## src/rtl/reg_scoreboard.sv

```systemverilog
// Destination-register scoreboard for the EXE..MEM slots: ID-stage stall and forwarding selects.
// Define SCOREBOARD_FWD_EN to enable the forwarding selects and the load-use stall rule.
module reg_scoreboard #(
  parameter int unsigned NUM_SLOTS = 2,
  parameter int unsigned REG_W     = 4
) (
  input  logic             clk,
  input  logic             rst,
  input  logic             advance,
  input  logic             issue_valid,
  input  logic             issue_wb_en,
  input  logic             issue_mem_r,
  input  logic [REG_W-1:0] issue_dest,
  input  logic             flush,
  input  logic [REG_W-1:0] src1,
  input  logic [REG_W-1:0] src2,
  input  logic             two_src,
  input  logic             forward_en,
  output logic             hazard,
  output logic [1:0]       fwd_sel1,
  output logic [1:0]       fwd_sel2,
  output logic [2:0]       occupancy,
  output logic             busy
);

  logic [NUM_SLOTS-1:0]            valid_q, valid_d;
  logic [NUM_SLOTS-1:0]            wb_en_q, wb_en_d;
  logic [NUM_SLOTS-1:0][REG_W-1:0] dest_q, dest_d;
`ifdef SCOREBOARD_FWD_EN
  logic [NUM_SLOTS-1:0]            mem_r_q, mem_r_d;
`endif

  always_comb begin
    valid_d = valid_q;
    wb_en_d = wb_en_q;
    dest_d  = dest_q;
`ifdef SCOREBOARD_FWD_EN
    mem_r_d = mem_r_q;
`endif
    if (advance) begin
      for (int i = 1; i < NUM_SLOTS; i++) begin
        valid_d[i] = valid_q[i-1];
        wb_en_d[i] = wb_en_q[i-1];
        dest_d[i]  = dest_q[i-1];
`ifdef SCOREBOARD_FWD_EN
        mem_r_d[i] = mem_r_q[i-1];
`endif
      end
      valid_d[0] = issue_valid & ~flush;
      wb_en_d[0] = issue_wb_en;
      dest_d[0]  = issue_dest;
`ifdef SCOREBOARD_FWD_EN
      mem_r_d[0] = issue_mem_r;
`endif
    end
  end

  always_ff @(posedge clk) begin
    if (rst) begin
      valid_q <= '0;
      wb_en_q <= '0;
      dest_q  <= '0;
`ifdef SCOREBOARD_FWD_EN
      mem_r_q <= '0;
`endif
    end else begin
      valid_q <= valid_d;
      wb_en_q <= wb_en_d;
      dest_q  <= dest_d;
`ifdef SCOREBOARD_FWD_EN
      mem_r_q <= mem_r_d;
`endif
    end
  end

  logic [NUM_SLOTS-1:0] match1, match2;
  logic                 any_match;

  always_comb begin
    match1    = '0;
    match2    = '0;
    occupancy = '0;
    for (int i = 0; i < NUM_SLOTS; i++) begin
      match1[i] = valid_q[i] & wb_en_q[i] & (dest_q[i] == src1);
      match2[i] = valid_q[i] & wb_en_q[i] & (dest_q[i] == src2) & two_src;
      occupancy = occupancy + 3'(valid_q[i] & wb_en_q[i]);
    end
    any_match = (|match1) | (|match2);
    busy      = (occupancy != 3'd0);
  end

`ifdef SCOREBOARD_FWD_EN
  always_comb begin
    fwd_sel1 = 2'd0;
    fwd_sel2 = 2'd0;
    if (forward_en) begin
      // Only a load still in EXE cannot be forwarded in time.
      hazard = (match1[0] | match2[0]) & mem_r_q[0];
    end else begin
      hazard = any_match;
    end
    if (forward_en && !hazard) begin
      if (match1[0])                fwd_sel1 = 2'd1;
      else if (match1[NUM_SLOTS-1]) fwd_sel1 = 2'd2;
      if (match2[0])                fwd_sel2 = 2'd1;
      else if (match2[NUM_SLOTS-1]) fwd_sel2 = 2'd2;
    end
  end
`else
  logic unused_cfg;
  assign unused_cfg = ^{forward_en, issue_mem_r};
  assign hazard     = any_match;
  assign fwd_sel1   = 2'd0;
  assign fwd_sel2   = 2'd0;
`endif

endmodule

```

## config.mk

```make
export PLATFORM = sky130hd
export DESIGN_NAME = reg_scoreboard
export DESIGN_NICKNAME = d
export VERILOG_FILES = /design/src/rtl/reg_scoreboard.sv
export SDC_FILE = /design/constraint.sdc
export NUM_CORES = 1
export LEC_CHECK = 0
export ABC_AREA = 0
export BUFFER_PORTS_ARGS = -buffer_cell sky130_fd_sc_hd__buf_4
export CAP_MARGIN = 40
export CORE_MARGIN = 5
export CORE_UTILIZATION = 40
export CTS_BUF_LIST = sky130_fd_sc_hd__clkbuf_4 sky130_fd_sc_hd__clkbuf_8 sky130_fd_sc_hd__clkbuf_16
export CTS_CLUSTER_DIAMETER = 60
export DETAILED_ROUTE_END_ITERATION = 16
export HOLD_SLACK_MARGIN = 0.06
export PLACE_DENSITY = 0.79
export SYNTH_ARGS = -nofsm -noshare
export SYNTH_HDL_FRONTEND = slang
export SYNTH_SLANG_ARGS = --single-unit
```

## constraint.sdc

```tcl
create_clock -name clk -period 2 [get_ports clk]
set_input_delay 0.1 -clock clk [delete_from_list [all_inputs] [get_ports clk]]
set_output_delay 0.1 -clock clk [all_outputs]
set_load 0.05 [all_outputs]
```

==> results.py <==
metrics = {
    "clocking": {
        "cts_buffers": 3,
        "clockBufferDepth": 2,
        "clk_pin_slew_ns": 0.07,
        "cts_max_level": 1,
        "root_buffer": "clkbuf_4",
        "hold_buffers": 0,
        "ctsResizeCount": 0,
        "cts_setup_buffers": 0,
        "clk_latency_ns": 0.26,
        "cts.sinks": 12,
        "cts_tree": "built",
    },
    "global_routing": {
        "grt_max_degree": 14,
        "grt_use_total_pct": 11.76,
        "antenna_found_initial": 0,
        "grt.overflow.total": 0,
        "first_global_vias": 572,
        "grt_pass1_wl_mm": 2.428,
    },
    "die": {
        "io_pins": 30,
        "placementRows": 15,
        "die_h_um": 51.86,
        "design.core.area_um2": 1689,
        "die_area_um2": 2689,
        "die_w_um": 51.86,
        "initial_utilization_pct": 41.48,
    },
    "critical_path": {
        "critPathMaxStageDelay_ns": 0.34,
        "cp_cell_sequence": "xor2_1 > nor4_1 > a41oi_1 > o311ai_1 > buf_4",
        "required_ns": 1.90,
        "slowest_stage": "dfxtp_1",
        "crit_fanout": 3,
        "cp.arrival_ns": 1.48,
        "startpoint_type": "flop",
        "worstSetupEndpointType": "primary output",
        "critical_path_class": "flop to primary output",
    },
    "sta": {
        "max_freq_ghz": 0.6340,
        "final.setup.tns_ns": 0,
        "worst_hold_slack_ns": 0.06742,
        "min_period_ns": 1.577,
        "report.final.setup_viol": 0,
        "hold_viol": 0,
        "fin_crit_sh_pct": 78.87,
        "finClkSkew_ns": 0.003593,
        "maxSlewViolCount": 0,
        "rsz0062_at_grt": "no",
    },
    "route": {
        "drt_iter0_markers": 7,
        "routed_wl_mm": 1.409,
        "drc": 0,
        "viasPerCell": 4.965,
        "antenna_left": 0,
        "first_pass_iters": 4,
        "route.vias.total": 571,
        "wl_per_cell_um": 12.25,
    },
    "run": {
        "maxCapViolCount": 0,
    },
    "place": {
        "dpl.cell_count": 112,
        "io_buffer_count": 22,
        "place_congestion": 0.8310,
    },
    "yosys": {
        "yosysSeqAreaShare_pct": 34.29,
        "ys_warn_count": 0,
        "synth_cell_type_count": 20,
        "syn_area_um2": 700.7,
        "avgSynthCellArea_um2": 9.100,
        "netlist_instances": 77,
        "synth-seq-cells": 12,
    },
    "cells_and_area": {
        "post-route-util_pct": 51.56,
        "n_antenna_cell": 0,
        "fin_cells": 115,
        "layout-drive-gt1-share_pct": 25.51,
        "nNetsFinal": 123,
        "synthToLayoutAreaGrowth_pct": 24.29,
    },
    "power": {
        "leakagePower_nw": 0.4496,
        "power.density_nw_per_um2": 593.9,
        "ir_worst_vdd_v": 0.0003394,
        "power_uw": 517.2,
    },
    "status": {
        "status": "completed",
    },
    "worst_hold_path": {
        "hp-class": "input pin to flop",
    },
}
-- Yosys cell counts --
cell	instances	share of area [%]
conb_1	1	0.54
buf_2	1	0.71
xnor2_1	6	7.5
nand3b_1	1	1.1
ha_1	2	3.6
a41oi_1	1	1.3
nand3_1	3	2.1
nor2_1	11	5.9
mux2i_1	11	16
nor4_1	1	0.89
nor3_1	2	1.4
buf_4	6	6.4
nand2_1	2	1.1
xor2_1	10	12
o311ai_1	1	1.3
nand2b_1	1	0.89
a21oi_1	1	0.71
dfxtp_1	12	34
clkbuf_1	1	0.54
inv_1	3	1.6
-- registers in the layout, indices dropped and copies added (netlist names) --
name / flops
wb_en_q: 2
dest_q: 8
valid_q: 2
-- cells by family (layout without fill, tap and decap cells) --
logic type / count (synthesis) / count (layout) / share of synthesized area [%]
AO/OA/AOI/OAI: 3 / 3 / 3.214
XOR/XNOR: 16 / 16 / 20.00
adder cells (fa/ha/maj): 2 / 2 / 3.571
buffers and inverters: 11 / 28 / 9.284
flip-flops: 12 / 12 / 34.29
multiplexers: 11 / 11 / 15.71
other: 1 / 5 / 0.5352
AND/OR/NAND/NOR: 21 / 21 / 13.39
-- cell usage in the layout, fill, tap and decap left out --
master / count
ha_1: 2
a41oi_1: 1
xor2_1: 10
xnor2_1: 6
clkbuf_4: 3
nand2_1: 2
nor3_1: 2
a21oi_1: 1
nor4_1: 1
conb_1: 5
mux2i_1: 11
nand2b_1: 1
nand3b_1: 1
nor2_1: 11
nand3_1: 3
inv_1: 3
o311ai_1: 1
dfxtp_1: 12
buf_4: 22
-- where the power goes --
| group | switching [mW] | internal, mW |
|---|---|---|
| clock network | 0.0752 | 0.0695 |
| logic | 0.0598 | 0.0519 |
| registers | 0.0112 | 0.249 |
-- cell type report --
cell class              count  area (um2)
clock buffers               3       22.52
flip-flops and latches     12       240.2
repair buffers             22       165.2
fillers                   155       818.3
multi-input cells          58       410.4
well taps                  17       21.27
inverters                   3       11.26
-- path summary, 6_finish.rpt --
path / start / endpoint / slack [ns] / cells after the start
setup / recovery: dest_q[5]$_SDFFE_PP0P_ / hazard / 0.42 / 5
hold / removal: issue_dest[0] / dest_q[0]$_SDFFE_PP0P_ / 0.07 / 3
setup reg to reg: dest_q[1]$_SDFFE_PP0P_ / dest_q[5]$_SDFFE_PP0P_ / 1.34 / 2
hold reg to reg: valid_q[0]$_SDFFE_PP0P_ / valid_q[0]$_SDFFE_PP0P_ / 0.50 / 2
-- critical path, delay by kind of cell, from the launching register on --
family | cells | cell delay (ns)
XOR/XNOR | 1 | 0.17
flip-flops | 1 | 0.34
buffers and inverters | 1 | 0.25
AND/OR/NAND/NOR | 1 | 0.29
AO/OA/AOI/OAI | 2 | 0.16
-- stage by stage --
stage,area [um2],setup slack [ns]
after floorplan,715.7,0.09676
after global placement,848.3,0.7077
after detailed placement,848.3,0.7227
after global routing,870.8,0.2657
final,870.8,0.4227
after CTS,870.8,0.4205
-- metal layers --
layer,vias up,GRT usage [%],part of all wire (%)
met5,-,0,0
met4,0,5.240,1.3
met3,4,6.017,11
met2,24,16.74,45
met1,256,14.61,43
li1,287,-,-
No activity file was read; power rests on OpenSTA's default activity.
